[src/rtl/stream_delay_unit_pkg.sv]
// Shared types for the stream delay stage: FSM state, debug view and the
// LFSR step function used to pick pseudo-random delays.
package stream_delay_unit_pkg;

    typedef enum logic {
        ST_IDLE  = 1'b0,
        ST_COUNT = 1'b1
    } sdu_state_e;

    // Probe bundle so checkers can see the handshake FSM without extra ports.
    typedef struct packed {
        sdu_state_e state;
        logic       cnt_zero;
        logic       sample;
    } sdu_dbg_t;

    localparam int unsigned RandDelaySpan = 16;

    // Fibonacci step, taps 16,14,13,11 (bits 0,2,3,5 in right-shift form).
    function automatic logic [15:0] lfsr16_next(input logic [15:0] s);
        return {s[0] ^ s[2] ^ s[3] ^ s[5], s[15:1]};
    endfunction

endpackage

[src/rtl/stream_delay_unit_lfsr_16bit.sv]
// 16-bit Fibonacci LFSR that steps only when en_i is high.
module lfsr_16bit
    import stream_delay_unit_pkg::*;
#(
    parameter logic [15:0] Seed = 16'hACE1
) (
    input  logic        clk_i,
    input  logic        rst_ni,
    input  logic        en_i,
    output logic [15:0] out_o
);

    always_ff @(posedge clk_i or negedge rst_ni) begin
        if (!rst_ni) begin
            out_o <= Seed;
        end else if (en_i) begin
            out_o <= lfsr16_next(out_o);
        end
    end

endmodule

[src/rtl/stream_delay_unit.sv]
// Valid/ready delay stage: payload passes straight through, the handshake is
// held off for a fixed or LFSR-chosen number of cycles per transfer.
//
// Handshake: a transfer happens in a cycle where valid and ready are both high
// on the same side; upstream keeps valid_i and payload_i stable until then.
module stream_delay_unit
    import stream_delay_unit_pkg::*;
#(
    parameter bit          StallRandom = 1'b0,
    parameter int unsigned FixedDelay  = 1,
    parameter type         payload_t   = logic,
    parameter logic [15:0] Seed        = 16'hACE1
) (
    input  logic     clk_i,
    input  logic     rst_ni,
    input  logic     clr_i,
    input  payload_t payload_i,
    input  logic     valid_i,
    output logic     ready_o,
    output payload_t payload_o,
    output logic     valid_o,
    input  logic     ready_i
);

    if (Seed == 16'h0000) begin : g_seed_check
        $error("stream_delay_unit: Seed must be nonzero");
    end

    assign payload_o = payload_i;

    if (!StallRandom && FixedDelay == 0) begin : g_pass
        assign valid_o = valid_i;
        assign ready_o = ready_i;

        logic unused_pass;
        assign unused_pass = clk_i ^ rst_ni ^ clr_i;
    end else begin : g_delay
        localparam int unsigned MaxDelay = (FixedDelay > RandDelaySpan) ? FixedDelay : RandDelaySpan;
        localparam int unsigned CntW     = $clog2(MaxDelay + 1);

        sdu_state_e      state_q, state_d;
        logic [CntW-1:0] cnt_q, cnt_d;
        logic [CntW-1:0] delay;
        logic            sample;
        sdu_dbg_t        dbg_unused;

        // A delay is consumed whenever a new transfer is seen from IDLE.
        assign sample = (state_q == ST_IDLE) && valid_i;

        if (StallRandom) begin : g_rand
            logic [15:0] lfsr;
            logic        unused_lfsr;

            lfsr_16bit #(.Seed(Seed)) u_lfsr (
                .clk_i (clk_i),
                .rst_ni(rst_ni),
                .en_i  (sample),
                .out_o (lfsr)
            );

            assign delay       = CntW'(lfsr[3:0]);
            assign unused_lfsr = ^lfsr[15:4];
        end else begin : g_fixed
            assign delay = CntW'(FixedDelay);
        end

        always_ff @(posedge clk_i or negedge rst_ni) begin
            if (!rst_ni) begin
                state_q <= ST_IDLE;
                cnt_q   <= '0;
            end else begin
                state_q <= state_d;
                cnt_q   <= cnt_d;
            end
        end

        always_comb begin
            state_d = state_q;
            cnt_d   = cnt_q;
            valid_o = 1'b0;
            ready_o = 1'b0;
            unique case (state_q)
                ST_IDLE: begin
                    if (valid_i) begin
                        if (delay == '0) begin
                            valid_o = 1'b1;
                            ready_o = ready_i;
                            if (!ready_i) begin
                                cnt_d   = '0;
                                state_d = ST_COUNT;
                            end
                        end else begin
                            cnt_d   = delay - CntW'(1);
                            state_d = ST_COUNT;
                        end
                    end
                end
                ST_COUNT: begin
                    if (cnt_q != '0) begin
                        cnt_d = cnt_q - CntW'(1);
                    end else begin
                        valid_o = valid_i;
                        ready_o = ready_i & valid_i;
                        if (valid_i && ready_i) begin
                            state_d = ST_IDLE;
                        end
                    end
                end
                default: state_d = ST_IDLE;
            endcase
            // Clear wins over every transition; outputs still reflect this cycle.
            if (clr_i) begin
                state_d = ST_IDLE;
                cnt_d   = '0;
            end
        end

        assign dbg_unused.state    = state_q;
        assign dbg_unused.cnt_zero = (cnt_q == '0);
        assign dbg_unused.sample   = sample;
    end

endmodule

[config.mk]
export PLATFORM = sky130hd
export DESIGN_NAME = stream_delay_unit
export DESIGN_NICKNAME = d
export VERILOG_FILES = /design/src/rtl/stream_delay_unit_pkg.sv /design/src/rtl/stream_delay_unit_lfsr_16bit.sv /design/src/rtl/stream_delay_unit.sv
export SDC_FILE = /design/constraint.sdc
export NUM_CORES = 1
export LEC_CHECK = 0
export BUFFER_PORTS_ARGS = -buffer_cell sky130_fd_sc_hd__buf_2
export CORE_AREA = 5 5 42 44
export CTS_BUF_LIST = sky130_fd_sc_hd__clkbuf_8
export DETAILED_ROUTE_END_ITERATION = 12
export DIE_AREA = 0 0 47 49
export GPL_ROUTABILITY_DRIVEN = 0
export PLACE_DENSITY_LB_ADDON = 0.12
export SLEW_MARGIN = 20
export SYNTH_ARGS = -nofsm -noshare
export SYNTH_HDL_FRONTEND = slang
export SYNTH_SLANG_ARGS = --single-unit
[constraint.sdc]
create_clock -name clk_i -period 3.7 [get_ports clk_i]
set_input_delay 0.185 -clock clk_i [delete_from_list [all_inputs] [get_ports clk_i]]
set_output_delay 0.185 -clock clk_i [all_outputs]
set_load 0.1 [all_outputs]
==> impl_metrics.env, run 1 <==
export IMPL_outcome="finished, final reports clean"
export IMPL_routed_via_density=5.33
export IMPL_p_switching_mw=0.0629
export IMPL_tns_ns=0
export IMPL_rrSetupSlack_ns=2.17
export IMPL_dp_cells=59
export IMPL_maxCapViolCount=0
export IMPL_multiInputGateArea_um2=191
export IMPL_synth_distinct_cells=21
export IMPL_dp_hpwl_um=668
export IMPL_fmax_mhz=459
export IMPL_p_leak_nw=0.205
export IMPL_fin_area_um2=454
export IMPL_die_h_um=49
export IMPL_hold_viol=0
export IMPL_ir_drop_mv=0.159
export IMPL_cp_start_kind="register"
export IMPL_yosysWarnings=0
export IMPL_cts_tree="done"
export IMPL_worstRegToRegCells=5
export IMPL_rsz0062_at_grt="false"
export IMPL_nets=56
export IMPL_drt_iter0_markers=4
export IMPL_hold_class="in -> reg"
export IMPL_end_kind="output port"
export IMPL_cts_htree_levels=1
export IMPL_cp_required_ns=3.51
export IMPL_drc=0
export IMPL_synth_cells=39
export IMPL_tightest_slew_ns=0.487
export IMPL_clkLatencyLatePin_ns=0.22
export IMPL_cts_sinks=6
export IMPL_die_area_um2=2300
export IMPL_fin_cells=63
export IMPL_drt_pass1_iterations=4
export IMPL_crit_arrival_ns=2.00
export IMPL_r2r_end="g_delay.state_q"
export IMPL_track_usage_pct=9.26
export IMPL_antenna_cells=0
export IMPL_postCtsSetupBuffers=0
export IMPL_clock_skew_final_ns=0.00306
export IMPL_fin_crit_sh_pct=58.9
export IMPL_rr_startpoint="g_delay.cnt_q[0]"
export IMPL_port_buffers=6
export IMPL_path_max_fanout=5
export IMPL_wl_per_cell_um=14.2
export IMPL_syn_avg_cell_area_um2=9.43
export IMPL_whs_endpoint="g_delay.cnt_q[1]"
export IMPL_crit_type="reg -> out"
export IMPL_clk_pin_slew_worst_paths_ns=0.04
export IMPL_min_period_ns=2.18
export IMPL_seq_area_um2=150
export IMPL_maxSlewViolCount=0
export IMPL_core_um2=1400
export IMPL_die_width_um=47
export IMPL_seq_area_frac_synth_pct=40.8
export IMPL_final_setup_viol_count=0
export IMPL_syn_nets=46
export IMPL_syn_area_um2=368
export IMPL_fin_util_pct=32.4
export IMPL_num_rows=14
export IMPL_cts_buffers=3
export IMPL_detailed_place_area_um2=403
export IMPL_cts_path_max_buffers=2
export IMPL_internal_power_mw=0.158
export IMPL_grt_max_degree=13
export IMPL_grt_pass1_vias=348
export IMPL_area_growth_pct=23.5
export IMPL_power_share_combinational_pct=20.5
export IMPL_antenna_found_initial=0
export IMPL_switching_share_pct=28.4
export IMPL_grt_pass1_wl_um=1460
export IMPL_power_density_nw_per_um2=487
export IMPL_vias=336
export IMPL_ys_seq_elements=6
export IMPL_hold_depth=2
export IMPL_cts_root_buf="clkbuf_8"
export IMPL_grt_overflow=0
export IMPL_pin_count=9
export IMPL_clockPowerShare_pct=44.8
export IMPL_drt_total_wl_um=896
export IMPL_drtAntennaViolNets=0
export IMPL_worstHoldStart="clr_i"
export IMPL_n_fill_cell=157
export IMPL_initial_core_util_pct=26.3
export IMPL_layout_drive_gt1_share_pct=23.4
export IMPL_maxSlewHeadroom_pct=67.8
export IMPL_seq_power_share_pct=34.7
-- Yosys cell counts, drive strengths merged --
cell type  count  area (um2)
and3           1        6.26
o21ai          1        5.00
a21oi          2        10.0
buf            2        15.0
nor3b          1        7.51
nand2b         1        6.26
or3b           1        8.76
nor3           3        15.0
dfrtp          6         150
nand3          3        15.0
nor4b          1        15.0
o211a          1        10.0
or4b           1        13.8
nor2           1        3.75
nand2          3        11.3
and4           1        8.76
nand3b         2        15.0
inv            3        11.3
ha             1        12.5
nand4b         1        8.76
a31oi          3        18.8
-- how the worst max path moves through the flow --
stage / start / end / slack, ns / depth (start not counted)
4_1_cts: g_delay.cnt_q[0] / ready_o / 1.50 / 5
6_report: g_delay.cnt_q[0] / ready_o / 1.52 / 5
3_5_place_dp: g_delay.cnt_q[0] / ready_o / 1.75 / 5
3_3_place_gp: g_delay.cnt_q[0] / ready_o / 1.79 / 5
5_1_grt: g_delay.cnt_q[0] / ready_o / 1.37 / 5
2_1_floorplan: g_delay.cnt_q[0] / g_delay.state_q / 1.66 / 5
-- cell type report --
class / instances / area share [%]
inverters: 3 / 2.48
repair buffers: 7 / 8.82
multi-input cells: 28 / 42.1
clock buffers: 3 / 9.09
flip-flops and latches: 6 / 33.1
well taps: 16 / 4.41
-- per-layer routing --
metal,share of wire [%],vias to the layer above,track usage [%]
met5,0,-,0
met4,0.89,0,6.91
met3,7.8,2,3.69
met2,50,14,14.7
met1,42,161,9.13
li1,-,159,-
-- kinds of logic after synthesis --
logic type | share of synthesized area [%]
simple gates | 36.7
buf+inv | 7.14
fa+ha+maj | 3.40
compound gates | 11.9
flops | 40.8
-- cell usage in the layout (no fill, tap or decap), drive strengths merged, types with 2 or more instances in the layout --
master	n
nor3	3
a21oi	2
nand3b	2
dfrtp	6
nand3	3
nand2	3
a31oi	3
clkbuf	3
inv	3
buf	6
-- what timing repair did --
| action | in CTS | in global routing |
|---|---|---|
| endpoints found under the hold margin | 6 | 0 |
| hold buffers | 1 | 0 |
| gates resized for setup | 0 | 0 |
-- registers in the layout, summed over array words and instances, names as in the netlist --
signal	flops
g_delay.state_q	1
g_delay.cnt_q	5
-- per-stage QoR --
step,setup slack [ns],power (mW),hold WS [ns]
2_1_floorplan,1.66,0.116,-0.111
3_3_place_gp,1.79,0.121,0.0230
3_5_place_dp,1.75,0.122,0.0256
4_1_cts,1.50,0.224,0.214
5_1_grt,1.37,0.231,0.228
6_report,1.52,0.221,0.213
-- power by group through the flow --
| stage | combinational (mW) | clock [mW] | sequential, mW |
|---|---|---|---|
| CTS | 0.0460 | 0.101 | 0.0767 |
| detailed placement | 0.0449 | 0 | 0.0775 |
| floorplan | 0.0420 | 0 | 0.0742 |
| global placement | 0.0440 | 0 | 0.0772 |
| finish | 0.0453 | 0.0992 | 0.0768 |
| global route | 0.0494 | 0.104 | 0.0777 |
-- critical path, stage by stage, from the launching register on --
cell and delay [ns]:
dfrtp_1 0.40, inv_1 0.09, ha_1 0.19, nor4b_2 0.39, and4_1 0.27, buf_2 0.43
Note: power is estimated with default switching activity, not from simulation.
==> run 2, diff against run 1 <==
--- a/config.mk
+++ b/config.mk
@@ -5,6 +5,7 @@
 export SDC_FILE = /design/constraint.sdc
 export NUM_CORES = 1
 export LEC_CHECK = 0
+export ABC_AREA = 1
 export BUFFER_PORTS_ARGS = -buffer_cell sky130_fd_sc_hd__buf_2
 export CORE_AREA = 5 5 42 44
 export CTS_BUF_LIST = sky130_fd_sc_hd__clkbuf_8
==> constraint.sdc (replaced) <==
create_clock -name clk_i -period 2 [get_ports clk_i]
set_input_delay 0.1 -clock clk_i [delete_from_list [all_inputs] [get_ports clk_i]]
set_output_delay 0.1 -clock clk_i [all_outputs]
set_load 0.1 [all_outputs]
==> run 2 against run 1 <==
  * Power grew 95%
  * Non-clock buffer count is the same
  * Combinational power grew 140%
  * Core utilization grew 2.7 points
  * Critical path type unchanged
  * Highest routed layer unchanged
==> impl_metrics.env, run 2 <==
export IMPL_cp_required_ns=1.90
export IMPL_crit_type="reg -> out"
export IMPL_drt_iter0_markers=1
export IMPL_outcome="finished, final reports clean"
export IMPL_grt_pass1_wl_um=1420
export IMPL_die_h_um=49
export IMPL_grt_pass1_vias=338
export IMPL_port_buffers=6
export IMPL_grt_overflow=0
export IMPL_wl_per_cell_um=10.3
export IMPL_syn_nets=59
export IMPL_synth_top_area_cell="dfrtp_1"
export IMPL_yosysMostFrequentCell="nand2_1"
export IMPL_fmax_mhz=546
export IMPL_antenna_found_initial=0
export IMPL_n_fill_cell=163
export IMPL_met1_usage_pct=10.5
export IMPL_largest_reg_flops=5
export IMPL_synthAdderAreaFrac_pct=3.21
export IMPL_ys_seq_elements=6
export IMPL_drt_total_wl_um=796
export IMPL_power_density_nw_per_um2=876
export IMPL_path_max_fanout=4
export IMPL_mostFrequentLayoutCells="nand2_1, inv_1, dfrtp_1, buf_2"
export IMPL_drc=0
export IMPL_drt_pass1_iterations=2
export IMPL_crit_arrival_ns=1.73
export IMPL_largestRegisters="g_delay.cnt_q (5), g_delay.state_q (1)"
export IMPL_fin_crit_sh_pct=91.6
export IMPL_maxCapViolCount=0
export IMPL_end_kind="output port"
export IMPL_synth_edf_count=0
export IMPL_pin_count=9
export IMPL_die_area_um2=2300
export IMPL_min_period_ns=1.83
export IMPL_postCtsSetupBuffers=0
export IMPL_gr_max_usage_layer="met2"
export IMPL_synthTopCellsByCount="nand2_1, inv_1, dfrtp_1, nor2_1, nand4_1"
export IMPL_cts_buffers=3
export IMPL_hold_viol=0
export IMPL_rsz0062_at_grt="false"
export IMPL_startpoint="g_delay.cnt_q[0]"
export IMPL_synthArstFlopShare_pct=100
export IMPL_grt_max_degree=7
export IMPL_maxSlewViolCount=0
export IMPL_crit_buf_inv=2
export IMPL_yosysTopAreaCellShare_pct=38.5
export IMPL_layout_commonest_cell="nand2_1"
export IMPL_crit_family="buffers and inverters"
export IMPL_synth_xor_area_share_pct=2.24
export IMPL_antenna_cells=0
export IMPL_die_width_um=47
export IMPL_routed_via_density=4.45
export IMPL_holdWs_ns=0.0656
export IMPL_worstHoldStart="ready_i"
export IMPL_path_cells="inv_1 > ha_1 > nand4_1 > nor3b_2 > buf_2"
export IMPL_synth_cells=52
export IMPL_cts_sinks=6
export IMPL_holdBufCountCts=1
export IMPL_drtAntennaViolNets=0
export IMPL_rr_startpoint="g_delay.cnt_q[0]"
export IMPL_hold_class="in -> reg"
export IMPL_syn_area_um2=390
export IMPL_track_usage_pct=8.84
export IMPL_vias=343
export IMPL_cp_start_kind="register"
export IMPL_p_leak_nw=0.262
export IMPL_clk_pin_slew_worst_paths_ns=0.03
export IMPL_synth_top_cells_by_area="dfrtp_1, nand2_1, nand4_1, inv_1, nor2_1"
export IMPL_tightest_slew_ns=0.486
export IMPL_synth_top_family_by_area="simple AND/OR/NAND/NOR gates"
export IMPL_fin_area_um2=492
export IMPL_dp_hpwl_um=669
export IMPL_final_setup_viol_count=0
export IMPL_largest_register="g_delay.cnt_q"
export IMPL_seq_area_um2=150
export IMPL_nets=70
export IMPL_cts_path_max_buffers=2
export IMPL_synthMuxAreaShare_pct=0
export IMPL_seq_area_frac_synth_pct=38.5
export IMPL_synthSimpleGateAreaFrac_pct=37.5
export IMPL_cpPeakStageDelay_ns=0.44
export IMPL_dominantRegCellSynth="dfrtp_1"
export IMPL_ir_drop_mv=0.403
export IMPL_groute_layer_met3_usage_pct=5.54
export IMPL_cts_resized=0
export IMPL_initial_core_util_pct=27.9
export IMPL_grtUsageMet2_pct=12.2
export IMPL_area_growth_pct=26.0
export IMPL_synth_distinct_cells=17
export IMPL_num_rows=14
export IMPL_syn_avg_cell_area_um2=7.51
export IMPL_layout_drive_gt1_share_pct=27.9
export IMPL_cts_tree="done"
export IMPL_multiInputGateArea_um2=206
export IMPL_clkLatencyLatePin_ns=0.22
export IMPL_cp_slowest_cell="buf_2"
export IMPL_clock_skew_final_ns=0.00244
export IMPL_synth_compound_area_share_pct=8.01
export IMPL_core_um2=1400
export IMPL_yosysWarnings=0
export IMPL_detailed_place_area_um2=440
export IMPL_maxSlewHeadroom_pct=67.9
export IMPL_cts_htree_levels=1
export IMPL_cts_root_buf="clkbuf_8"
[run 2: per-stage QoR]
| stage | worst slack [ns] | power [mW] | util [%] | cells | setup TNS, ns |
|---|---|---|---|---|---|
| after floorplan | -0.173 | 0.236 | - | 52 | -0.173 |
| after global placement | 0.405 | 0.251 | 31.4 | 73 | 0 |
| after detailed placement | 0.396 | 0.251 | 31.4 | 73 | 0 |
| after CTS | 0.150 | 0.441 | 35.1 | 77 | 0 |
| after global routing | 0.0255 | 0.459 | 35.1 | 77 | 0 |
| final | 0.168 | 0.431 | 35.1 | 77 | 0 |
[run 2: kinds of logic after synthesis]
group	after synthesis
and+or+nand+nor	30
AOI/OAI and AO/OA	4
xor gates and xnor gates	1
buffers and inverters	10
adders and majority gates	1
DFF	6
[run 2: path summary, 6_finish.rpt]
path | endpoint | slack (ns) | cells past startpoint
setup / recovery | ready_o | 0.17 | 5
hold / removal | g_delay.state_q | 0.07 | 2
setup reg to reg | g_delay.cnt_q[4] | 0.68 | 6
hold reg to reg | g_delay.cnt_q[0] | 0.47 | 2
max in group asynchronous | g_delay.state_q | 1.63 | 2
min in group asynchronous | g_delay.cnt_q[1] | 0.23 | 2
[run 2: area by class of cell]
cell class,instances,share of cell area (%)
repair buffers,7,8.14
well taps,16,4.07
flip-flops and latches,6,30.5
clock buffers,3,8.40
inverters,9,6.87
multi-input cells,36,42.0
[run 2: power breakdown]
group	internal [mW]	total (mW)	leakage [nW]	switching, mW
logic	0.0329	0.108	0.159	0.0747
registers	0.131	0.141	0.0815	0.0100
clock network	0.129	0.182	0.0216	0.0530
[run 2: per-layer routing]
metal / vias up / wire, um
met5: - / 0
met4: 0 / 12
met3: 2 / 58
met2: 10 / 371
met1: 145 / 353
li1: 186 / -
==> run 3, diff against run 2 <==
--- a/config.mk
+++ b/config.mk
@@ -5,7 +5,6 @@
 export SDC_FILE = /design/constraint.sdc
 export NUM_CORES = 1
 export LEC_CHECK = 0
-export ABC_AREA = 1
 export BUFFER_PORTS_ARGS = -buffer_cell sky130_fd_sc_hd__buf_2
 export CORE_AREA = 5 5 42 44
 export CTS_BUF_LIST = sky130_fd_sc_hd__clkbuf_8
==> run 3 against run 2 <==
  * Register-to-register slack worse by 0.20 ns
  * Highest routed layer unchanged
  * Largest cell class unchanged
  * Power is 2.6% lower
  * Die area stayed put
  * Clock power hardly changed
==> impl_metrics.env, run 3 (synthesized netlist as in run 1, its figures left out) <==
export IMPL_end_kind="output port"
export IMPL_hold_viol=0
export IMPL_cts_sinks=6
export IMPL_crit_family="simple AND/OR/NAND/NOR gates"
export IMPL_cp_start_kind="register"
export IMPL_cts_htree_levels=1
export IMPL_core_um2=1400
export IMPL_final_setup_viol_count=0
export IMPL_hold_depth=2
export IMPL_layout_commonest_cell="dfrtp_1"
export IMPL_cts_tree="done"
export IMPL_drc=0
export IMPL_crit_type="reg -> out"
export IMPL_seq_area_um2=150
export IMPL_cp_required_ns=1.90
export IMPL_maxCapViolCount=0
export IMPL_maxSlewViolCount=0
export IMPL_worstRegToRegCells=5
export IMPL_clock_skew_final_ns=0.00204
export IMPL_cts_path_max_buffers=2
export IMPL_fin_cells=63
export IMPL_pin_count=9
export IMPL_n_fill_cell=157
export IMPL_multiInputGateArea_um2=201
export IMPL_nets=56
export IMPL_tightest_slew_ns=0.350
export IMPL_largestRegisters="g_delay.cnt_q (5), g_delay.state_q (1)"
export IMPL_rrSetupSlack_ns=0.48
export IMPL_ir_drop_mv=0.308
export IMPL_grt_max_degree=13
export IMPL_port_buffers=6
export IMPL_crit_arrival_ns=1.74
export IMPL_grt_pass1_vias=352
export IMPL_worstHoldStart="clr_i"
export IMPL_p_leak_nw=0.222
export IMPL_whs_endpoint="g_delay.cnt_q[1]"
export IMPL_largest_register="g_delay.cnt_q"
export IMPL_drt_pass1_iterations=3
export IMPL_vias=335
export IMPL_rsz0062_at_grt="false"
export IMPL_routed_via_density=5.32
export IMPL_maxSlewHeadroom_pct=76.7
export IMPL_drt_iter0_markers=2
export IMPL_track_usage_pct=9.33
export IMPL_grt_pass1_wl_um=1430
export IMPL_cts_root_buf="clkbuf_8"
export IMPL_clkLatencyLatePin_ns=0.22
export IMPL_wl_per_cell_um=13.2
export IMPL_min_period_ns=1.84
export IMPL_die_h_um=49
export IMPL_cp_slowest_cell="dfrtp_1"
export IMPL_tns_ns=0
export IMPL_cpPeakStageDelay_ns=0.40
export IMPL_r2r_end="g_delay.state_q"
export IMPL_power_density_nw_per_um2=849
export IMPL_path_cells="inv_1 > ha_1 > nor4b_4 > and4_2 > buf_12"
export IMPL_antenna_found_initial=0
export IMPL_layout_drive_gt1_share_pct=25.5
export IMPL_grt_overflow=0
export IMPL_die_area_um2=2300
export IMPL_crit_buf_inv=2
export IMPL_drt_total_wl_um=834
export IMPL_hold_class="in -> reg"
export IMPL_fmax_mhz=544
export IMPL_area_growth_pct=34.4
export IMPL_antenna_cells=0
export IMPL_path_max_fanout=5
export IMPL_mostFrequentLayoutCells="dfrtp_1, buf_2"
export IMPL_num_rows=14
export IMPL_largest_reg_flops=5
export IMPL_cts_buffers=3
export IMPL_outcome="finished, final reports clean"
export IMPL_dp_cells=59
export IMPL_die_width_um=47
export IMPL_fin_crit_sh_pct=91.9
export IMPL_dp_hpwl_um=662
export IMPL_rr_startpoint="g_delay.cnt_q[0]"
export IMPL_drtAntennaViolNets=0
export IMPL_clk_pin_slew_worst_paths_ns=0.04
export IMPL_initial_core_util_pct=26.3
-- run 3: cell types whose count changed in the layout (fill, tap and decap cells not counted), sizes merged, moves of 2 or more --
cell	before	now
a31oi	0	3
nor2	8	1
nor3	0	3
nand3b	0	2
inv	9	3
nand2	14	3
nand4	5	0
-- run 3: cell type report --
| type | instances | area share [%] |
|---|---|---|
| clock buffer | 3 | 8.35 |
| timing repair buffer | 7 | 14.2 |
| inverter | 3 | 2.28 |
| sequential | 6 | 30.4 |
| multi-input combinational | 28 | 40.8 |
| tap | 16 | 4.05 |
-- run 3: through the flow --
stage               power [mW]  area (um2)  utilization, %  hold WS [ns]  setup WS (ns)
global placement         0.233         434            31.0       -0.0658          0.324
CTS                      0.422         485            34.6         0.118         0.0604
global route             0.442         494            35.3         0.126         0.0439
detailed placement       0.235         434            31.0       -0.0663          0.298
floorplan                0.215         369               -        -0.196          0.159
finish                   0.420         494            35.3         0.120          0.162
-- run 3: worst max path at each step --
| stage | from | end | slack [ns] | cells after the start |
|---|---|---|---|---|
| after global routing | g_delay.cnt_q[0] | ready_o | 0.04 | 5 |
| after detailed placement | g_delay.cnt_q[0] | ready_o | 0.30 | 5 |
| after floorplan | g_delay.cnt_q[0] | valid_o | 0.16 | 4 |
| final | g_delay.cnt_q[0] | ready_o | 0.16 | 5 |
| after CTS | g_delay.cnt_q[0] | ready_o | 0.06 | 5 |
| after global placement | g_delay.cnt_q[0] | ready_o | 0.32 | 5 |
-- run 3: worst reg2reg max path, delay by kind of cell, from the launching register on --
family / cells / cell delay, ns
fa+ha+maj: 1 / 0.22
buf+inv: 1 / 0.08
flops: 1 / 0.40
simple gates: 3 / 0.70
-- run 3: per-layer routing --
metal  GRT usage [%]  wire (um)  vias up
met5               0          0        -
met2            13.1        401        9
met1            9.33        343      159
met4            11.1         40        0
li1                -          -      163
met3            2.95         48        4
-- run 3: what timing repair did --
action	CTS	global route
resized for setup	0	1
hold endpoints to repair	6	0
setup buffers	0	0
hold buffers	1	0
endpoints found under the setup margin	0	2
-- run 3: power breakdown --
group / leakage (nW) / total, mW / switching [mW] / internal (mW)
Clock: 0.0216 / 0.180 / 0.0511 / 0.129
Combinational: 0.119 / 0.0965 / 0.0502 / 0.0463
Sequential: 0.0814 / 0.143 / 0.0137 / 0.129
